File: src/rtl/izh_pkg.sv
// Izhikevich neuron constants, fixed-point widths and scheduler FSM encodings.
// No logic of its own; imported by izh_update and izh_scheduler.
// Values are Q8.7 signed (FRAC fractional bits) unless noted.
package izh_pkg;

  localparam int V_W   = 16;  // width of stored v and u
  localparam int CUR_W = 8;   // width of per-neuron input current
  localparam int FRAC  = 7;   // fractional bits of the fixed-point format

  // Model coefficients, already scaled to the fixed-point format
  localparam int A      = 24;
  localparam int B      = 100;
  localparam int C      = -48;   // reset potential, 16'hFFD0
  localparam int D      = 1024;
  localparam int THRESH = 208;

  // Scheduler FSM encodings
  localparam logic [1:0] ST_IDLE  = 2'd0;
  localparam logic [1:0] ST_SWEEP = 2'd1;
  localparam logic [1:0] ST_DONE  = 2'd2;

  // Clamp a 32-bit signed intermediate into the 16-bit state range
  function automatic logic signed [V_W-1:0] sat16(input logic signed [31:0] x);
    if (x > 32'sd32767) begin
      return 16'sh7FFF;
    end else if (x < -32'sd32768) begin
      return 16'sh8000;
    end else begin
      return x[V_W-1:0];
    end
  endfunction

endpackage

File: src/rtl/izh_update.sv
// One Izhikevich neuron update step: (v, u, I) -> (v', u', spike).
// Latency: purely combinational, zero cycles.
// Backpressure: none; the caller decides when to commit the result.
module izh_update
  import izh_pkg::*;
(
  input  logic [V_W-1:0]   v,
  input  logic [V_W-1:0]   u,
  input  logic [CUR_W-1:0] cur,
  output logic [V_W-1:0]   v_nxt,
  output logic [V_W-1:0]   u_nxt,
  output logic             spk
);

  logic signed [31:0] v32;
  logic signed [31:0] u32;
  logic signed [31:0] i32;
  logic signed [31:0] sq_term;
  logic signed [31:0] lin_term;
  logic signed [31:0] dv_sum;
  logic signed [31:0] recov;

  // Sign-extend the state into 32-bit intermediates and evaluate both branches
  always_comb begin
    v32      = {{(32-V_W){v[V_W-1]}}, v};
    u32      = {{(32-V_W){u[V_W-1]}}, u};
    i32      = {{(32-CUR_W){1'b0}}, cur};
    sq_term  = (32'sd2 * v32 * v32) >>> FRAC;
    lin_term = (32'sd5 * v32) >>> FRAC;
    dv_sum   = sq_term + lin_term - u32 + i32;
    recov    = (A * (B * v32 - u32)) >>> FRAC;
    spk      = (v32 >= THRESH);
    if (spk) begin
      v_nxt = V_W'(C);
      u_nxt = sat16(u32 + D);
    end else begin
      v_nxt = sat16(dv_sum);
      u_nxt = sat16(u32 + recov);
    end
  end

endmodule

File: src/rtl/izh_scheduler.sv
// Sweeps one shared izh_update datapath over N_NEURONS states, one neuron per cycle per tick.
// Latency: tick at edge k writes neuron i at edge k+1+i; sweep_done follows in the next cycle.
// Backpressure: spike events held until spk_ready; one queued tick, extra ticks/merges flag overrun.
module izh_scheduler
  import izh_pkg::*;
#(
  parameter int N_NEURONS = 4,
  parameter int IDX_W     = 2
) (
  input  logic                 clk,
  input  logic                 reset_n,
  input  logic                 tick,
  input  logic                 cur_wr_en,
  input  logic [IDX_W-1:0]     cur_wr_addr,
  input  logic [7:0]           cur_wr_data,
  input  logic [IDX_W-1:0]     rd_addr,
  output logic [15:0]          rd_v,
  output logic                 busy,
  output logic                 sweep_done,
  output logic [N_NEURONS-1:0] spike_vec,
  output logic                 spk_valid,
  output logic [IDX_W-1:0]     spk_id,
  input  logic                 spk_ready,
  output logic                 overrun
);

  logic [V_W-1:0]       v_mem   [N_NEURONS];
  logic [V_W-1:0]       u_mem   [N_NEURONS];
  logic [CUR_W-1:0]     cur_mem [N_NEURONS];

  logic [1:0]           state;
  logic [IDX_W-1:0]     idx;
  logic                 tick_pend;
  logic [N_NEURONS-1:0] shadow;
  logic [N_NEURONS-1:0] pend;
  logic                 hold;
  logic [IDX_W-1:0]     hold_id;

  logic                 sweeping;
  logic                 in_done;
  logic                 last_idx;
  logic                 accept;
  logic [IDX_W-1:0]     low_id;
  logic [N_NEURONS-1:0] clr_mask;
  logic [V_W-1:0]       v_nxt;
  logic [V_W-1:0]       u_nxt;
  logic                 spk;

  izh_update u_update (
    .v     (v_mem[idx]),
    .u     (u_mem[idx]),
    .cur   (cur_mem[idx]),
    .v_nxt (v_nxt),
    .u_nxt (u_nxt),
    .spk   (spk)
  );

  assign sweeping   = (state == ST_SWEEP);
  assign in_done    = (state == ST_DONE);
  assign last_idx   = (idx == IDX_W'(N_NEURONS - 1));
  assign busy       = (state != ST_IDLE);
  assign sweep_done = in_done;
  assign rd_v       = v_mem[rd_addr];
  assign spk_valid  = |pend;
  // A presented event is frozen until taken, even if a lower bit arrives meanwhile
  assign spk_id     = hold ? hold_id : low_id;
  assign accept     = spk_valid & spk_ready;

  // Lowest pending neuron index and the bit cleared by an accepted event
  always_comb begin
    low_id   = '0;
    clr_mask = '0;
    for (int i = N_NEURONS - 1; i >= 0; i--) begin
      if (pend[i]) low_id = IDX_W'(i);
    end
    if (accept) clr_mask[spk_id] = 1'b1;
  end

  // Sweep sequencing: idle until tick, one neuron per cycle, one DONE cycle
  always_ff @(posedge clk or negedge reset_n) begin
    if (!reset_n) begin
      state <= ST_IDLE;
      idx   <= '0;
    end else begin
      case (state)
        ST_IDLE: begin
          if (tick) begin
            state <= ST_SWEEP;
            idx   <= '0;
          end
        end
        ST_SWEEP: begin
          idx <= idx + 1'b1;
          if (last_idx) state <= ST_DONE;
        end
        ST_DONE: begin
          // A queued tick (or one arriving now) restarts with no idle gap
          if (tick_pend || tick) begin
            state <= ST_SWEEP;
            idx   <= '0;
          end else begin
            state <= ST_IDLE;
          end
        end
        default: state <= ST_IDLE;
      endcase
    end
  end

  // One-deep tick queue while busy; consumed on the DONE cycle
  always_ff @(posedge clk or negedge reset_n) begin
    if (!reset_n) begin
      tick_pend <= 1'b0;
    end else if (in_done) begin
      tick_pend <= 1'b0;
    end else if (busy && tick) begin
      tick_pend <= 1'b1;
    end
  end

  // Sticky overrun: dropped tick, or a new spike landing on an unconsumed one
  always_ff @(posedge clk or negedge reset_n) begin
    if (!reset_n) begin
      overrun <= 1'b0;
    end else if ((busy && tick && tick_pend) ||
                 (in_done && |(pend & ~clr_mask & shadow))) begin
      overrun <= 1'b1;
    end
  end

  // Neuron state file: commit the datapath result for the neuron under update
  always_ff @(posedge clk or negedge reset_n) begin
    if (!reset_n) begin
      for (int i = 0; i < N_NEURONS; i++) begin
        v_mem[i] <= '0;
        u_mem[i] <= '0;
      end
    end else if (sweeping) begin
      v_mem[idx] <= v_nxt;
      u_mem[idx] <= u_nxt;
    end
  end

  // Current file: host writes in any state, read by the datapath next cycle
  always_ff @(posedge clk or negedge reset_n) begin
    if (!reset_n) begin
      for (int i = 0; i < N_NEURONS; i++) cur_mem[i] <= '0;
    end else if (cur_wr_en) begin
      cur_mem[cur_wr_addr] <= cur_wr_data;
    end
  end

  // Per-sweep spike capture, published and merged into pending on DONE
  always_ff @(posedge clk or negedge reset_n) begin
    if (!reset_n) begin
      shadow    <= '0;
      spike_vec <= '0;
      pend      <= '0;
    end else begin
      if (sweeping) shadow[idx] <= spk;
      if (in_done) begin
        spike_vec <= shadow;
        shadow    <= '0;
      end
      pend <= (pend & ~clr_mask) | (in_done ? shadow : '0);
    end
  end

  // Remember the presented event while the consumer stalls
  always_ff @(posedge clk or negedge reset_n) begin
    if (!reset_n) begin
      hold    <= 1'b0;
      hold_id <= '0;
    end else begin
      hold    <= spk_valid & ~spk_ready;
      hold_id <= spk_id;
    end
  end

endmodule
File: config.mk
export PLATFORM = sky130hd
export DESIGN_NAME = izh_scheduler
export DESIGN_NICKNAME = d
export VERILOG_FILES = /design/src/rtl/izh_pkg.sv /design/src/rtl/izh_update.sv /design/src/rtl/izh_scheduler.sv
export SDC_FILE = /design/constraint.sdc
export NUM_CORES = 1
export LEC_CHECK = 0
export ABC_AREA = 1
export CORE_ASPECT_RATIO = 1.25
export CORE_UTILIZATION = 44
export DETAILED_ROUTE_END_ITERATION = 10
export PLACE_DENSITY = 0.62
export SYNTH_ARGS = -nofsm -noshare
export SYNTH_HDL_FRONTEND = slang
export SYNTH_SLANG_ARGS = --single-unit
File: constraint.sdc
create_clock -name clk -period 9.8 [get_ports clk]
set_input_delay 1.47 -clock clk [delete_from_list [all_inputs] [get_ports clk]]
set_output_delay 1.47 -clock clk [all_outputs]
set_load 0.01 [all_outputs]
* Word level (Yosys, flattened, before mapping)
Index checks and enable logic that the tools add are counted.
W data, S select, Z words.
** Storage, ports and cells
- Flip-flop bits (word level) :: 181
- Latch bits :: 0
- RAM bits :: 0
- Memory bits (read-only) :: 0
- Output and inout bits :: 26
- Word-level logic and storage cells :: 132
- Memories kept :: 0
** Operators by class
- Add/sub/neg operators :: 7
- Multiply operators :: 4
- Div/mod/pow operators :: 0
- Order comparisons :: 16
- Equality and inequality tests :: 6
- Shift operators :: 0
- Muxes and demuxes :: 50
- Bitwise operators :: 10
- Reduce and logical (&&, ||, !) cells :: 18
** Operator list (count)
- $mux W16 :: 15
- $bwmux W64 :: 2
- $bmux W16 S2 :: 3
- $gt A32 B16 Y1 const B :: 3
- $lt A32 B16 Y1 const B :: 3
- $add A32 B9 Y32 :: 1
- $bwmux W32 :: 1
- $demux W16 S2 :: 1
- $mul A3 B32 Y29 const A :: 1
- $mul A16 B16 Y31 :: 1
- $sub A26 B16 Y27 :: 1
- $add A16 B25 Y26 :: 1
- $add A25 B13 Y26 :: 1
- $sub A24 B16 Y25 :: 1
- $mux W8 :: 3
- $mul A6 B16 Y22 const A :: 1
- $mul A4 B16 Y20 const A :: 1
- $mux W2 :: 9
- $add A16 B12 Y17 const B :: 1
- $bmux W8 S2 :: 1
- $demux W8 S2 :: 1
- $ge A16 B9 Y1 const B :: 1
- $mux W4 :: 4
- $pmux W2 S3 :: 2
- 26 further kinds :: 52

* Longest topological paths before layout
Gate-level depths: netlist (run 1).
- Depth after elaboration :: 16
- Depth in mapped cells :: 62
- Gate-level depth less buffers :: 58

* Cells and area by module
Synthesis (run 1) repeated with hierarchy kept, for this count alone.
** Second synthesis, totals
- Cell total of the unflattened synthesis :: 3642
- Area, all modules :: 27242.4 sq um
** Modules (own cells, without submodules)
- izh_update :: instances 1, cells each 2633, area an instance 18940.7 sq um
- izh_scheduler :: instances 1, cells each 1009, area an instance 8301.7 sq um

* Worst setup path before layout (run 1)
No wires, ideal clock.
- Kind :: reg-to-reg
- Start point :: register idx[0]
- End point :: register v_mem[18] in the netlist's numbering
- Setup time :: 0.066 ns
- Data arrival time :: 10.267 ns
- Path slack :: -0.532 ns
- Stages on the path, launching flop included :: 50
- Buffers on the path :: 5
- Cell sequence :: dfrtp_1 -> inv_1 -> buf_2 -> buf_2 -> buf_2 -> buf_2 -> nand2_1 -> a32oi_1 -> clkinv_1 -> nor2_1 -> fa_1 -> fa_1 -> fa_1 -> fa_1 -> fa_1 -> fa_1 -> ha_1 -> nand2_1 -> [... 14 more ...] -> and2_1 -> nand3_1 -> nand3_1 -> nand2_1 -> nand2_1 -> inv_1 -> nand3_1 -> nor2_1 -> nor2_1 -> nand2_1 -> nor2_2 -> nand2_2 -> nand2_4 -> buf_12 -> nand3_2 -> nand2_2 -> nand2_1 -> nand2_1
** Between the ends
- Cells in the longest elaborated chain, start to end :: 13
** Ends and longest elaborated chain
- from (decl) :: line izh_scheduler.sv:32 : logic [IDX_W-1:0] idx;
- from (signal assigned) :: line izh_scheduler.sv:93 : idx <= idx + 1'b1;
- $not A2 Y3 (not written as such) *
- $bmux W16 S2 :: line izh_scheduler.sv:50 : .v (v_mem[idx]),
- $mux W16 (not written as such) (2 in a row) :: line izh_scheduler.sv:50
- $mul A16 B16 Y31 or $mul A4 B16 Y20 (tied branches) :: line izh_update.sv:28, izh_update.sv:29
- $add A25 B13 Y26 :: line izh_update.sv:30 : dv_sum = sq_term + lin_term - u32 + i32;
- $sub A26 B16 Y27 :: line izh_update.sv:30
- $add A32 B9 Y32 :: line izh_update.sv:30
- $lt A32 B16 Y1 :: line izh_pkg.sv:26 : end else if (x < -32'sd32768) begin
- $mux W16 :: line izh_pkg.sv:26
- $mux W16 :: line izh_pkg.sv:24 : if (x > 32'sd32767) begin
- $mux W16 :: line izh_update.sv:33 : if (spk) begin
- $bwmux W64 * :: line izh_scheduler.sv:139 : v_mem[idx] <= v_nxt;
- to (signal, indexed assignment) :: line izh_scheduler.sv:139
- to (decl) :: line izh_scheduler.sv:27 : logic [V_W-1:0] v_mem [N_NEURONS];
Mark *: on every way between the ends. The rest lies on a longest branch, timed or not. The select of a mux whose other input is x is not followed.
A chain may end at the register's enable or synchronous reset.

* Final worst setup path (run 1)
- Start point :: register idx[0]
- End point :: register v_mem[57] in the netlist's numbering
The elaborated chain is that of the path after synthesis.

==> impl_metrics.env, run 1 <==
export IMPL_post_place_ws_ns=-0.527
export IMPL_synth_main_ff_cell="dfrtp_1"
export IMPL_via_per_inst=5.16
export IMPL_dieArea_um2=63400
export IMPL_async_reset_ff_share_pct=100
export IMPL_required_ns=10.18
export IMPL_ant_nets=0
export IMPL_synth_fa_ha_area_share_pct=34.0
export IMPL_ioPinCount=43
export IMPL_grt_pass1_wl_um=136000
export IMPL_skew_ns=0.0189
export IMPL_die_h_um=281
export IMPL_setup_viol=0
export IMPL_cp_slowest_cell="fa_1"
export IMPL_rsz0062_at_grt="yes"
export IMPL_place_gp_congestion=0.940
export IMPL_drive_gt1_share_pct=22.0
export IMPL_crit_path_end_kind="flop"
export IMPL_yosysTopAreaCell="fa_1"
export IMPL_syn_to_final_growth_pct=26.9
export IMPL_cp_data_arrival_time_ns=10.17
export IMPL_grt_max_degree=69
export IMPL_drt_iter0_drc=1540
export IMPL_status="finished, final reports clean"
export IMPL_clock_path_buffers=2
export IMPL_syn_mean_instance_area_um2=7.47
export IMPL_worstSetupPathType="reg2reg"
export IMPL_maxSlewViolCount=0
export IMPL_timing_rr_end="v_mem[57]"
export IMPL_wl_um=87100
export IMPL_ys_types=56
export IMPL_antenna_found_initial=0
export IMPL_synth_simple_area_share_pct=23.8
export IMPL_synthMuxAreaShare_pct=0
export IMPL_fin_ws_ns=0.0105
export IMPL_routedWlPerCell_um=17.5
export IMPL_first_global_vias=25600
export IMPL_grt_use_total_pct=27.6
export IMPL_hold_viol=0
export IMPL_yosys_top_cells_area="fa_1 20%, dfrtp_1 17%, ha_1 14%"
export IMPL_reg2reg_depth=51
export IMPL_clkTransAtPathRegs_ns=0.07
export IMPL_timing_final_crit_period_ns=9.79
export IMPL_postLayoutCoreUtil_pct=56.4
export IMPL_min_path_type="reg2reg"
export IMPL_overflow=0
export IMPL_hold_buffers=0
export IMPL_hold_path_depth=2
export IMPL_io_buffer_count=42
export IMPL_fin_nets=4723
export IMPL_placed_cells=4879
export IMPL_post_route_drc_count=0
export IMPL_layout_cells_non_filler=4966
export IMPL_ys_ff_latch=181
export IMPL_hpwl_um=69800
export IMPL_cts_buffers=17
export IMPL_worst_setup_path_start_kind="flop"
export IMPL_via_count=25600
export IMPL_fin_crit_sh_pct=99.9
export IMPL_cts_sinks=181
export IMPL_r2r_start="idx[0]"
export IMPL_synth_top_area_share_pct=19.8
export IMPL_worstMarginPinSlew_ns=1.09
export IMPL_hold_end="spike_vec[1]"
export IMPL_tritoncts="done"
export IMPL_crit_start="idx[0]"
export IMPL_dieWidth_um=225
export IMPL_synthCells=3673
export IMPL_synth_fp_nets=4273
export IMPL_coreArea_um2=61800
export IMPL_antenna_cells=0
export IMPL_finalSetupTns_ns=0
export IMPL_synth_top_family_by_area="adder cells"
export IMPL_slew_headroom_pct=27.6
export IMPL_yosys_warnings=0
export IMPL_clockRootBuffer="clkbuf_16"
export IMPL_drv_cap=0
export IMPL_synth_compound_area_share_pct=10.1
export IMPL_htreeDepth=4
export IMPL_dr_pass1_iters=5
export IMPL_rows=102
export IMPL_clkLatencyLatePin_ns=0.45
export IMPL_synth_xor_area_share_pct=5.27
export IMPL_synth_edf_count=0
export IMPL_reg2reg_slack_ns=0.01
export IMPL_synth_area_um2=27400
export IMPL_hold_start="spike_vec[1]"
export IMPL_path_max_fanout=8
export IMPL_seq_area_frac_synth_pct=16.5
export IMPL_cpMostUsedCell="fa_1"
export IMPL_start_util_pct=44.4
export IMPL_max_stage_delay_ns=0.57
export IMPL_max_freq_mhz=102
## cells in the mapped netlist, types with 41 or more instances
cell type,count
a21oi_1,191
clkbuf_1,41
dfrtp_1,181
fa_1,271
ha_1,312
inv_1,642
nand2_1,977
nand3_1,169
nor2_1,238
o21ai_0,150
xnor2_1,60
xor2_1,105
## stage by stage
step,cell area [um2],hold WS (ns)
CTS,33300,0.480
global route,34800,0.504
floorplan,27600,0.448
detailed placement,31900,0.459
finish,34800,0.472
global placement,31900,0.457
## critical path, delay by kind of cell (launching register included)
kind / cells / cell delay, ns
compound gates: 4 / 0.65
xor+xnor: 1 / 0.20
fa+ha+maj: 10 / 4.41
buf+inv: 13 / 1.46
flops: 1 / 0.51
simple gates: 23 / 2.46
## routing by layer
metal	track usage, %	wire length, um	share of wire (%)	vias up
li1	-	-	-	12500
met1	32.1	34000	39	12300
met2	51.1	45500	52	632
met3	2.10	3270	3.8	191
met4	12.9	4300	4.9	0
met5	0	0	0	-
## sequential cells by signal (all words and copies together), names as in the netlist
name and count:
v_mem 64, pend 4, state 2, overrun 1, cur_mem 32, hold 1
spike_vec 4, hold_id 2, shadow 4, tick_pend 1, idx 2, u_mem 64
## worst max path at each step
stage	endpoint	cells after the start	slack (ns)
2_1_floorplan	v_mem[18]	54	0.03
3_3_place_gp	v_mem[40]	51	-0.42
3_5_place_dp	v_mem[40]	51	-0.53
4_1_cts	v_mem[5]	54	0.0001
5_1_grt	v_mem[62]	53	-0.41
6_report	v_mem[57]	51	0.01
## repair_timing
| action | in CTS | in global routing |
|---|---|---|
| pin swaps | 49 | 147 |
| endpoints found under the setup margin | 60 | 126 |
| resized for setup | 121 | 304 |
| cloned | 4 | 3 |
| setup buffers | 17 | 34 |
## cells in the final DEF (no fill, tap or decap), types with 14 or more instances in the layout
cell type        count
nand2_2             85
o22ai_1             31
o21ai_0            131
a21oi_1            154
nand2_1            906
dfrtp_1            180
nand4_1             30
buf_6               26
inv_2               34
xnor2_1             58
fa_1               259
nor2_2              38
nor2_1             198
buf_12              17
ha_1               271
a21oi_2             33
xor2_1              90
nand3_1            156
nand2_4             24
a32oi_1             14
buf_4              415
clkbuf_16           18
nand3_2             19
nand3_4             17
nor2_4              22
clkdlybuf4s50_1     41
ha_4                29
inv_1              615
## kinds of logic after synthesis
group | Yosys count
AOI/OAI and AO/OA | 479
xor gates and xnor gates | 165
adders and majority gates | 583
buffers and inverters | 737
DFF | 181
and+or+nand+nor | 1528
## layout make-up
| type | instances | area [um2] |
|---|---|---|
| clock inverter | 13 | 148 |
| tap | 832 | 1040 |
| sequential | 181 | 4530 |
| fill | 5790 | 26900 |
| inverter | 660 | 2500 |
| multi-input combinational | 2756 | 21900 |
| timing repair buffer | 507 | 4330 |
| clock buffer | 17 | 425 |
Power of run 1 is left out: the tool's default activity adds up to more than one toggle a clock period on the data nets, which glitch-free logic cannot reach.
==> run 2, diff against run 1 <==
Settings changed: RECOVER_POWER set to 100, TNS_END_PERCENT set to 100.
==> run 2 against run 1 <==
The run now ends with capacitance limit, slew limit left. Non-clock buffer count is the same. Sequential share of layout area hardly changed. Global-route usage unchanged. Routed wire length down 0.13%. Largest cell class unchanged.
==> impl_metrics.env, run 2 (synthesis gave the netlist of run 1 again) <==
export IMPL_worstMarginPinSlew_ns=3.47
export IMPL_io_buffer_count=42
export IMPL_cp_slowest_cell="fa_1"
export IMPL_fin_nets=4723
export IMPL_placed_area_um2=31900
export IMPL_grt_use_total_pct=27.6
export IMPL_cpMostUsedCell="fa_1"
export IMPL_ant_nets=0
export IMPL_layout_commonest_cell="nand2_1"
export IMPL_place_gp_congestion=0.940
export IMPL_worst_path_buf_inv=13
export IMPL_hold_viol=0
export IMPL_path_max_fanout=8
export IMPL_ioPinCount=43
export IMPL_die_h_um=281
export IMPL_drive_gt1_share_pct=21.9
export IMPL_post_route_drc_count=0
export IMPL_cts_buffers=17
export IMPL_clkTransAtPathRegs_ns=0.08
export IMPL_rsz0062_at_grt="yes"
export IMPL_wl_um=87000
export IMPL_cp_data_arrival_time_ns=10.18
export IMPL_rows=102
export IMPL_hpwl_um=69800
export IMPL_reg_top3="u_mem: 64 flops, v_mem: 64 flops, cur_mem: 32 flops"
export IMPL_worst_setup_path_start_kind="flop"
export IMPL_met3_usage_pct=2.10
export IMPL_cts_sinks=181
export IMPL_n_fill_cell=5791
export IMPL_postLayoutCoreUtil_pct=56.4
export IMPL_fin_crit_sh_pct=100
export IMPL_overflow=0
export IMPL_setup_viol=0
export IMPL_routedWlPerCell_um=17.5
export IMPL_htreeDepth=4
export IMPL_start_util_pct=44.4
export IMPL_drv_cap=4
export IMPL_dr_pass1_iters=5
export IMPL_violations="capacitance limit, slew limit"
export IMPL_timing_final_crit_period_ns=9.80
export IMPL_syn_to_final_growth_pct=26.9
export IMPL_via_per_inst=5.15
export IMPL_clockRootBuffer="clkbuf_16"
export IMPL_clock_path_buffers=2
export IMPL_max_freq_mhz=102
export IMPL_antenna_found_initial=0
export IMPL_first_global_vias=25600
export IMPL_use_met2_pct=51.1
export IMPL_worstSetupPathType="reg2reg"
export IMPL_crit_path_end_kind="flop"
export IMPL_tritoncts="done"
export IMPL_grt_pass1_wl_um=136000
export IMPL_drt_iter0_drc=1499
export IMPL_via_count=25600
export IMPL_final_area_um2=34800
export IMPL_maxSlewViolCount=220
export IMPL_max_stage_delay_ns=0.57
export IMPL_status="finished with violations"
export IMPL_dieWidth_um=225
export IMPL_clkLatencyLatePin_ns=0.45
export IMPL_final_cell_mix="906 x nand2_1, 615 x inv_1, 412 x buf_4"
export IMPL_dieArea_um2=63400
export IMPL_slew_headroom_pct=-131
export IMPL_top_usage_layer="met2"
export IMPL_path_delay_family="adder cells"
export IMPL_required_ns=10.18
export IMPL_skew_ns=0.0210
export IMPL_coreArea_um2=61800
export IMPL_use_met1_pct=32.1
export IMPL_grt_max_degree=69
export IMPL_antenna_cells=0
export IMPL_min_path_type="reg2reg"
==> run 2: layout make-up <==
cell class | count | area (um2) | share of cell area [%]
Sequential cell | 181 | 4530 | 13.0
Clock inverter | 13 | 148 | 0.424
Timing Repair Buffer | 507 | 4310 | 12.4
Tap cell | 832 | 1040 | 2.99
Clock buffer | 17 | 425 | 1.22
Inverter | 660 | 2500 | 7.20
Multi-Input combinational cell | 2756 | 21900 | 62.8
==> run 2: path summary, 6_finish.rpt <==
path                       cells past startpoint         start  slack (ns)            to
min                                            2  spike_vec[1]        0.47  spike_vec[1]
min reg2reg                                    2  spike_vec[1]        0.47  spike_vec[1]
min in group asynchronous                      1       reset_n        1.87   cur_mem[26]
max                                           51        idx[0]       0.001      v_mem[9]
max in group asynchronous                      3       reset_n        2.42     v_mem[37]
max reg2reg                                   51        idx[0]       0.001      v_mem[9]
==> run 2: per-stage QoR <==
stage | hold slack [ns] | std cells | setup TNS, ns | worst slack (ns)
2_1_floorplan | 0.448 | 3673 | 0 | 0.0264
3_3_place_gp | 0.457 | 4879 | -22.04 | -0.419
3_5_place_dp | 0.459 | 4879 | -27.47 | -0.527
4_1_cts | 0.480 | 4930 | 0 | 0.000141
5_1_grt | 0.504 | 4966 | -23.53 | -0.413
6_report | 0.474 | 4966 | 0 | 0.00144
==> run 2: worst reg2reg max path, delay by kind of cell, from the launching register on <==
kind | cells | cell delay, ns
AOI/OAI and AO/OA | 4 | 0.65
xor gates and xnor gates | 1 | 0.20
DFF | 1 | 0.51
and+or+nand+nor | 23 | 2.49
adders and majority gates | 10 | 4.42
buffers and inverters | 13 | 1.47
==> run 2: per-layer routing <==
| layer | wire [um] | part of all wire [%] | up-vias |
|---|---|---|---|
| met4 | 4280 | 4.9 | 0 |
| met1 | 34100 | 39 | 12300 |
| met2 | 45500 | 52 | 613 |
| met5 | 0 | 0 | - |
| met3 | 3050 | 3.5 | 182 |
| li1 | - | - | 12500 |
==> run 2: repair_timing <==
item	4_1_cts	5_1_grt
hold buffers	0	0
endpoints found under the setup margin	60	126
setup buffers	17	34
pin swaps	49	147
gates cloned	4	3
gates resized for setup	121	304
Power of run 2 is left out for the same reason.
==> run 3, diff against run 2 <==
--- a/config.mk
+++ b/config.mk
@@ -9,6 +9,7 @@
 export CORE_ASPECT_RATIO = 1.25
 export CORE_UTILIZATION = 44
+export CTS_CLUSTER_DIAMETER = 60
 export DETAILED_ROUTE_END_ITERATION = 10
-export PLACE_DENSITY = 0.62
+export PLACE_DENSITY = 0.59
 export RECOVER_POWER = 100
 export SYNTH_ARGS = -nofsm -noshare
==> constraint.sdc (replaced) <==
create_clock -name clk -period 9.1 [get_ports clk]
set_input_delay 1.365 -clock clk [delete_from_list [all_inputs] [get_ports clk]]
set_output_delay 1.365 -clock clk [all_outputs]
set_load 0.05 [all_outputs]
==> run 3 against run 2 <==
The run ends with capacitance limit, slew limit, setup timing left. Clock skew fell by 0.0068 ns. Clock-buffer cell count rose by 1. Via count rose by 0.63%. Final cell count rose by 3.1%. Critical endpoint is now v_mem[54]. Setup slack got worse by 0.59 ns. Register-to-register slack got worse by 0.59 ns. Highest routed layer unchanged. Critical path depth rose by 4. Routed wire length fell by 0.65%. Largest cell class unchanged.
==> impl_metrics.env, run 3 (synthesis gave the netlist of run 1 again) <==
export IMPL_hpwl_um=69900
export IMPL_hold_buffers=0
export IMPL_layout_commonest_cell="nand2_1"
export IMPL_max_freq_mhz=103
export IMPL_post_place_ws_ns=-0.715
export IMPL_io_buffer_count=42
export IMPL_clockRootBuffer="clkbuf_16"
export IMPL_dieArea_um2=63400
export IMPL_routedWlPerCell_um=16.9
export IMPL_slew_headroom_pct=-166
export IMPL_dieWidth_um=225
export IMPL_clkLatencyLatePin_ns=0.45
export IMPL_final_cell_mix="917 x nand2_1, 619 x inv_1, 575 x buf_4"
export IMPL_hold_viol=0
export IMPL_grt_pass1_wl_um=136000
export IMPL_cts_sinks=181
export IMPL_drt_iter0_drc=1421
export IMPL_fin_nets=4877
export IMPL_status="finished with violations"
export IMPL_worst_path_buf_inv=15
export IMPL_clock_path_buffers=2
export IMPL_fin_ws_ns=-0.589
export IMPL_path_delay_family="adder cells"
export IMPL_hold_start="spike_vec[3]"
export IMPL_drive_gt1_share_pct=24.0
export IMPL_holdWs_ns=0.469
export IMPL_via_per_inst=5.03
export IMPL_crit_path_end_kind="flop"
export IMPL_coreArea_um2=61800
export IMPL_start_util_pct=44.4
export IMPL_ant_nets=0
export IMPL_die_h_um=281
export IMPL_grt_max_degree=74
export IMPL_cpMostUsedCell="nand2_1"
export IMPL_min_path_type="reg2reg"
export IMPL_crit_start="idx[0]"
export IMPL_drv_cap=3
export IMPL_syn_to_final_growth_pct=30.5
export IMPL_worstMarginPinSlew_ns=3.99
export IMPL_tritoncts="done"
export IMPL_place_gp_congestion=0.937
export IMPL_cts_buffers=17
export IMPL_n_fill_cell=5882
export IMPL_antenna_found_initial=1
export IMPL_overflow=0
export IMPL_required_ns=9.43
export IMPL_grt_use_total_pct=27.6
export IMPL_cp_slowest_cell="fa_1"
export IMPL_wl_um=86500
export IMPL_finalSetupTns_ns=-39.62
export IMPL_antenna_cells=0
export IMPL_r2r_start="idx[0]"
export IMPL_post_route_drc_count=0
export IMPL_worstSetupPathType="reg2reg"
export IMPL_maxSlewViolCount=186
export IMPL_first_global_vias=25600
export IMPL_postLayoutCoreUtil_pct=58.0
export IMPL_clkTransAtPathRegs_ns=0.07
export IMPL_reg_top3="u_mem: 64 flops, v_mem: 64 flops, cur_mem: 32 flops"
export IMPL_timing_final_crit_period_ns=9.69
export IMPL_rsz0062_at_grt="yes"
export IMPL_worst_setup_path_start_kind="flop"
export IMPL_via_count=25800
export IMPL_setup_viol=122
export IMPL_violations="capacitance limit, slew limit, setup timing"
export IMPL_dr_pass1_iters=5
export IMPL_fin_crit_sh_pct=106
export IMPL_rows=102
export IMPL_ioPinCount=43
export IMPL_cp_data_arrival_time_ns=10.02
export IMPL_htreeDepth=4
export IMPL_skew_ns=0.0143
export IMPL_path_max_fanout=12
export IMPL_max_stage_delay_ns=0.61
run 3: changes by cell type in the layout (fill, tap and decap cells not counted), moves of 7 or more:
| cell | change |
|---|---|
| buf_6 | -9 |
| nor2_2 | -7 |
| a21oi_1 | +8 |
| nand2_1 | +11 |
| buf_4 | +163 |
| nand2_4 | -11 |
| nor2_4 | +8 |
| inv_2 | -7 |
run 3: tightest hold or removal path, stage by stage (launching register included):
cell and delay, ns:
dfrtp_1 0.34, nand2_1 0.05, nand2_1 0.04
run 3: metal layers:
layer	wire length [um]	global-route usage, %	share of wire [%]	vias to the layer above
met5	0	0	0	-
met4	2910	9.79	3.4	0
met3	2090	1.44	2.4	111
met2	45600	51.5	53	431
met1	35900	33.4	42	12400
li1	-	-	-	12800
run 3: repair_timing:
item / 4_1_cts / 5_1_grt
setup endpoints to repair: 124 / 128
endpoints found under the hold margin: 0 / 0
cloned: 2 / 2
buffers inserted: 26 / 27
pin swaps: 41 / 78
gates resized for setup: 114 / 157
run 3: through the flow:
step,cell area [um2],std cells
2_1_floorplan,28100,3673
3_3_place_gp,33600,5033
3_5_place_dp,33600,5033
4_1_cts,34900,5093
5_1_grt,35800,5122
6_report,35800,5122
run 3: layout make-up:
type | count | area (um2) | share of cell area (%)
clock buffer | 18 | 429 | 1.20
clock inverter | 14 | 141 | 0.395
multi-input combinational | 2756 | 21700 | 60.6
sequential | 181 | 4530 | 12.7
tap | 832 | 1040 | 2.91
timing repair buffer | 661 | 5450 | 15.2
inverter | 660 | 2510 | 7.01
run 3: path summary, 6_finish.rpt:
path / endpoint / slack, ns / cells after the start
max: v_mem[54] / -0.59 / 55
min: spike_vec[3] / 0.47 / 2
max reg2reg: v_mem[54] / -0.59 / 55
min reg2reg: spike_vec[3] / 0.47 / 2
max in group asynchronous: idx[0] / 1.72 / 2
min in group asynchronous: hold / 2.04 / 1
Power of run 3 is left out for the same reason.
